$ cat src/rtl/mem_axil_pkg.sv
// Shared types for mem_axil_bridge: FSM states, AXI response codes,
// the captured request record and the alignment helper.
package mem_axil_pkg;

  typedef enum logic [2:0] {
    S_IDLE,
    S_WR,
    S_WB,
    S_AR,
    S_RD,
    S_RESP
  } state_e;

  localparam logic [1:0] OKAY   = 2'd0;
  localparam logic [1:0] EXOKAY = 2'd1;
  localparam logic [1:0] SLVERR = 2'd2;
  localparam logic [1:0] DECERR = 2'd3;

  // Field widths match the bridge's default parameters.
  localparam int REQ_ID_W   = 2;
  localparam int REQ_ADDR_W = 64;
  localparam int REQ_DATA_W = 64;

  typedef struct packed {
    logic [REQ_ID_W-1:0]     id;
    logic [REQ_ADDR_W-1:0]   addr;
    logic [REQ_DATA_W-1:0]   data;
    logic [REQ_DATA_W/8-1:0] be;
    logic [1:0]              size;
    logic                    we;
  } req_t;

  function automatic logic misaligned(
    input logic [2:0] addr_lo,
    input logic [1:0] size
  );
    logic [2:0] mask;
    mask = 3'((4'd1 << size) - 4'd1);
    return (addr_lo & mask) != 3'd0;
  endfunction

endpackage

$ cat src/rtl/mem_axil_bridge.sv
// Arbiter request stream to single-outstanding AXI4-Lite bridge.
// Optional MEM_AXIL_BRIDGE_ALIGN_CHECK_EN rejects misaligned requests locally.
module mem_axil_bridge
  import mem_axil_pkg::*;
#(
  parameter int ID_WIDTH   = 2,
  parameter int ADDR_WIDTH = 64,
  parameter int DATA_WIDTH = 64
) (
  input  logic                    clk_i,
  input  logic                    rst_i,
  input  logic                    req_i,
  input  logic [ADDR_WIDTH-1:0]   address_i,
  input  logic [DATA_WIDTH-1:0]   wdata_i,
  input  logic                    we_i,
  input  logic [DATA_WIDTH/8-1:0] be_i,
  input  logic [1:0]              size_i,
  input  logic [ID_WIDTH-1:0]     id_i,
  output logic                    gnt_o,
  output logic                    rvalid_o,
  output logic [DATA_WIDTH-1:0]   rdata_o,
  output logic [ID_WIDTH-1:0]     id_o,
  output logic                    err_o,
  output logic                    m_awvalid_o,
  input  logic                    m_awready_i,
  output logic [ADDR_WIDTH-1:0]   m_awaddr_o,
  output logic [2:0]              m_awprot_o,
  output logic                    m_wvalid_o,
  input  logic                    m_wready_i,
  output logic [DATA_WIDTH-1:0]   m_wdata_o,
  output logic [DATA_WIDTH/8-1:0] m_wstrb_o,
  input  logic                    m_bvalid_i,
  output logic                    m_bready_o,
  input  logic [1:0]              m_bresp_i,
  output logic                    m_arvalid_o,
  input  logic                    m_arready_i,
  output logic [ADDR_WIDTH-1:0]   m_araddr_o,
  output logic [2:0]              m_arprot_o,
  input  logic                    m_rvalid_i,
  output logic                    m_rready_o,
  input  logic [DATA_WIDTH-1:0]   m_rdata_i,
  input  logic [1:0]              m_rresp_i
);

  state_e state_q, state_d;
  req_t   req_q, req_d;

  logic                  aw_done_q, w_done_q;
  logic [1:0]            resp_q;
  logic [DATA_WIDTH-1:0] rdata_q;
  logic                  aw_hs, w_hs, b_hs, ar_hs, r_hs;
  logic                  bad_align, resp_err;
  logic                  unused_ok;

  assign aw_hs = m_awvalid_o & m_awready_i;
  assign w_hs  = m_wvalid_o & m_wready_i;
  assign b_hs  = m_bvalid_i & m_bready_o;
  assign ar_hs = m_arvalid_o & m_arready_i;
  assign r_hs  = m_rvalid_i & m_rready_o;

`ifdef MEM_AXIL_BRIDGE_ALIGN_CHECK_EN
  assign bad_align = misaligned(address_i[2:0], size_i);
`else
  assign bad_align = 1'b0;
`endif

  assign resp_err = (resp_q == SLVERR) || (resp_q == DECERR);

  always_comb begin
    req_d                      = '0;
    req_d.id[ID_WIDTH-1:0]     = id_i;
    req_d.addr[ADDR_WIDTH-1:0] = address_i;
    req_d.data[DATA_WIDTH-1:0] = wdata_i;
    req_d.be[DATA_WIDTH/8-1:0] = be_i;
    req_d.size                 = size_i;
    req_d.we                   = we_i;
  end

  always_ff @(posedge clk_i or posedge rst_i) begin
    if (rst_i) state_q <= S_IDLE;
    else       state_q <= state_d;
  end

  always_comb begin
    state_d = state_q;
    unique case (state_q)
      S_IDLE: begin
        if (req_i) begin
          if (bad_align) state_d = S_RESP;
          else           state_d = we_i ? S_WR : S_AR;
        end
      end
      S_WR: begin
        if ((aw_done_q | aw_hs) && (w_done_q | w_hs))
          state_d = S_WB;
      end
      S_WB:    if (b_hs)  state_d = S_RESP;
      S_AR:    if (ar_hs) state_d = S_RD;
      S_RD:    if (r_hs)  state_d = S_RESP;
      S_RESP:  state_d = S_IDLE;
      default: state_d = S_IDLE;
    endcase
  end

  // Request capture, per-channel completion flags and response capture.
  always_ff @(posedge clk_i or posedge rst_i) begin
    if (rst_i) begin
      req_q     <= '0;
      aw_done_q <= 1'b0;
      w_done_q  <= 1'b0;
      resp_q    <= OKAY;
      rdata_q   <= '0;
    end else begin
      unique case (state_q)
        S_IDLE: begin
          if (req_i) begin
            req_q     <= req_d;
            aw_done_q <= 1'b0;
            w_done_q  <= 1'b0;
            resp_q    <= bad_align ? SLVERR : OKAY;
            rdata_q   <= '0;
          end
        end
        S_WR: begin
          if (aw_hs) aw_done_q <= 1'b1;
          if (w_hs)  w_done_q  <= 1'b1;
        end
        S_WB: begin
          if (b_hs) resp_q <= m_bresp_i;
        end
        S_RD: begin
          if (r_hs) begin
            resp_q  <= m_rresp_i;
            rdata_q <= m_rdata_i;
          end
        end
        default: ;
      endcase
    end
  end

  always_comb begin
    gnt_o       = 1'b0;
    m_awvalid_o = 1'b0;
    m_wvalid_o  = 1'b0;
    m_bready_o  = 1'b0;
    m_arvalid_o = 1'b0;
    m_rready_o  = 1'b0;
    rvalid_o    = 1'b0;
    err_o       = 1'b0;
    rdata_o     = '0;
    id_o        = '0;
    unique case (state_q)
      S_IDLE: gnt_o = req_i & ~rst_i;
      S_WR: begin
        m_awvalid_o = ~aw_done_q;
        m_wvalid_o  = ~w_done_q;
      end
      S_WB: m_bready_o  = 1'b1;
      S_AR: m_arvalid_o = 1'b1;
      S_RD: m_rready_o  = 1'b1;
      S_RESP: begin
        rvalid_o = 1'b1;
        err_o    = resp_err;
        id_o     = req_q.id[ID_WIDTH-1:0];
        if (!req_q.we && !resp_err) rdata_o = rdata_q;
      end
      default: ;
    endcase
  end

  assign m_awaddr_o = req_q.addr[ADDR_WIDTH-1:0];
  assign m_araddr_o = req_q.addr[ADDR_WIDTH-1:0];
  assign m_wdata_o  = req_q.data[DATA_WIDTH-1:0];
  assign m_wstrb_o  = req_q.be[DATA_WIDTH/8-1:0];
  assign m_awprot_o = 3'b000;
  assign m_arprot_o = 3'b000;

  assign unused_ok = ^{req_q.size};

endmodule
$ cat config.mk
export PLATFORM = sky130hd
export DESIGN_NAME = mem_axil_bridge
export DESIGN_NICKNAME = d
export VERILOG_FILES = /design/src/rtl/mem_axil_pkg.sv /design/src/rtl/mem_axil_bridge.sv
export SDC_FILE = /design/constraint.sdc
export NUM_CORES = 1
export LEC_CHECK = 0
export CORE_AREA = 2 2 192 194
export DETAILED_ROUTE_END_ITERATION = 16
export DIE_AREA = 0 0 194 196
export HOLD_SLACK_MARGIN = 0.1
export PLACE_DENSITY_LB_ADDON = 0.08
export SYNTH_ARGS = -nofsm -noshare
export SYNTH_HDL_FRONTEND = slang
export SYNTH_SLANG_ARGS = --single-unit
$ cat constraint.sdc
create_clock -name clk_i -period 7.15 [get_ports clk_i]
set_input_delay 1.0725 -clock clk_i [delete_from_list [all_inputs] [get_ports clk_i]]
set_output_delay 1.0725 -clock clk_i [all_outputs]
set_load 0.005 [all_outputs]
==> results_dict.tcl <==
set metrics [dict create \
    async_flop_share_pct 100 \
    avgSynthCellArea_sq_um 12.9 \
    dpl_cell_area_sq_um 13600 \
    cts_tree "done" \
    clk_latency_ns 0.52 \
    status "finished, final reports clean" \
    drv_slew 0 \
    synthSimpleGateAreaFrac_pct 5.62 \
    drc_errors 0 \
    cp.required_ns 6.08 \
    setup_ws_ns 3.08 \
    rsz0062_at_grt "no" \
    grt_pass1_wl_um 42200 \
    grt_overflow 0 \
    dp_slack_ns 3.60 \
    clk_pin_slew_ns 0.06 \
    htreeDepth 1 \
    seq_area_frac_synth_pct 53.3 \
    wl_um 28400 \
    power.leakage_nw 5.95 \
    drtPass1Iterations 4 \
    portBuffers 486 \
    holdWs_ns 0.495 \
    clock-root-buffer "clkbuf_16" \
    synth-xor-area-share_pct 0 \
    yosys_register_bits 209 \
    hold_buffers 0 \
    syn_to_final_growth_pct 47.2 \
    worst-path-max-fanout 64 \
    crit_type "flop to output pin" \
    start_kind "flop" \
    final_cell_mix "clkdlybuf4s50_1 (486), dfrtp_1 (209), mux2_2 (142)" \
    synth_top_family_by_area "buffers and inverters" \
    crit_path_end_kind "output pin" \
    p_per_area_nw_per_um2 406 \
    drive_above_1_share_pct 18.3 \
    final_area_sq_um 14400 \
    nNetsFinal 1257 \
    max_slew_margin_pct 42.3 \
    ant_nets 0 \
    fin_crit_sh_pct 56.9 \
    grt_pass1_vias 6605 \
    final_util_pct 40.0 \
    syn_area_sq_um 9810 \
    finalCriticalPeriod_ns 4.07 \
    post_cts_buffers 0 \
    die_x_um 194 \
    rows 70 \
    final_hold_viol_count 0 \
    ys_warn_count 0 \
    via_per_inst 4.18 \
    wl_per_cell_um 18.6 \
    cts_made_buffers 26 \
    synthCells 759 \
    multi_input_area_sq_um 2830 \
    grt_usage_pct 14.2 \
    core_sq_um 36100 \
    ios 497 \
    maxCapViolCount 0 \
    cp.arrival_ns 2.99 \
    skew_ns 0.00675 \
    grt_max_degree 140 \
    synthFlopType "dfrtp_1" \
    fillerInstances 3467 \
    max_freq_mhz 246 \
    cts.sinks 209 \
    max-clock-path-buffers 3 \
    muxShareOfSynthArea_pct 16.4 \
    start_util_pct 27.2 \
    synth_compound_area_share_pct 6.45 \
    worst_pin_slew_ns 0.866 \
    hp-class "flop to flop" \
    final.setup.tns_ns 0 \
    ctsResizeCount 0 \
    layout_commonest_cell "clkdlybuf4s50_1" \
    dieArea_sq_um 38000 \
    synthAdderAreaFrac_pct 0 \
    setup_viol 0 \
    gp_congestion 0.725 \
    ff_latch_area_sq_um 5230 \
    antenna_found_initial 3 \
    die_h_um 196 \
    ir_drop_mv 0.198 \
    drt-initial-drc-count 140 \
    synth_edf_count 0 \
    dpl.hpwl_um 20100 \
    vias 6386 \
    synth_cell_types 30 \
]
kinds of logic after synthesis:
| kind of cell | count (synthesis) |
|---|---|
| buffers and inverters | 245 |
| AND/OR/NAND/NOR | 87 |
| multiplexers | 143 |
| other | 1 |
| flip-flops | 209 |
| AO/OA/AOI/OAI | 74 |
report_power, final:
| part | switching [mW] | internal, mW |
|---|---|---|
| combinational | 0.748 | 1.67 |
| sequential | 0.378 | 1.77 |
| clock | 0.506 | 0.797 |
| total | 1.63 | 4.24 |
cell type report:
type / instances / share of cell area (%)
timing repair buffer: 491 / 34.1
inverter: 2 / 0.104
antenna: 1 / 0.0173
tap: 468 / 4.05
clock buffer: 41 / 5.53
clock inverter: 6 / 0.416
sequential: 209 / 36.2
multi-input combinational: 310 / 19.6
flip-flops by register name, summed over array words and instances, names as in the netlist:
register / count
aw_done_q: 1
m_araddr_o: 64
m_wdata_o: 64
m_wstrb_o: 8
rdata_q: 64
req_q: 3
resp_q: 1
state_q: 3
w_done_q: 1
final timing paths:
check,from,endpoint,slack (ns),cells past startpoint
worst max-delay path,state_q[0],rdata_o[4],3.08,5
worst min-delay path,rdata_q[11],rdata_q[11],0.49,1
worst max register to register,state_q[2],m_wdata_o[3],4.97,4
worst min register to register,rdata_q[11],rdata_q[11],0.49,1
max in group asynchronous,rst_i,rdata_q[7],4.91,3
min in group asynchronous,rst_i,m_wstrb_o[2],1.06,2
synth_stat cells, drive strengths merged, types with 2 or more instances:
cell,number,area share [%]
buf,237,18
mux2,143,16
clkbuf,6,0.31
and2,67,4.3
o21ai,3,0.15
nand2,3,0.14
nor3b,3,0.34
nor2,5,0.19
dfrtp,209,53
inv,2,0.077
nor3,2,0.15
a22o,65,5.8
and3,2,0.13
metrics by stage:
step	total power, mW	std cells
final	5.87	1528
after global routing	6.24	1527
after CTS	6.00	1527
after detailed placement	4.64	1480
after global placement	4.61	1480
after floorplan	3.83	764
worst max-delay path: stages (launching register included):
cell and delay, ns:
dfrtp_1 0.62, and3b_1 0.36, nor3b_4 0.21, buf_4 0.46, and2_1 0.21, clkdlybuf4s50_1 0.56
routing by layer:
metal / part of all wire, % / vias up / track usage, % / wire length, um
met5: 0.081 / - / 0 / 23
met4: 1.4 / 4 / 2.95 / 403
met3: 10 / 35 / 6.05 / 2900
met2: 49 / 286 / 24.5 / 14000
met1: 39 / 3120 / 16.5 / 11100
li1: - / 2941 / - / -
Note: power is estimated with default switching activity, not from simulation.
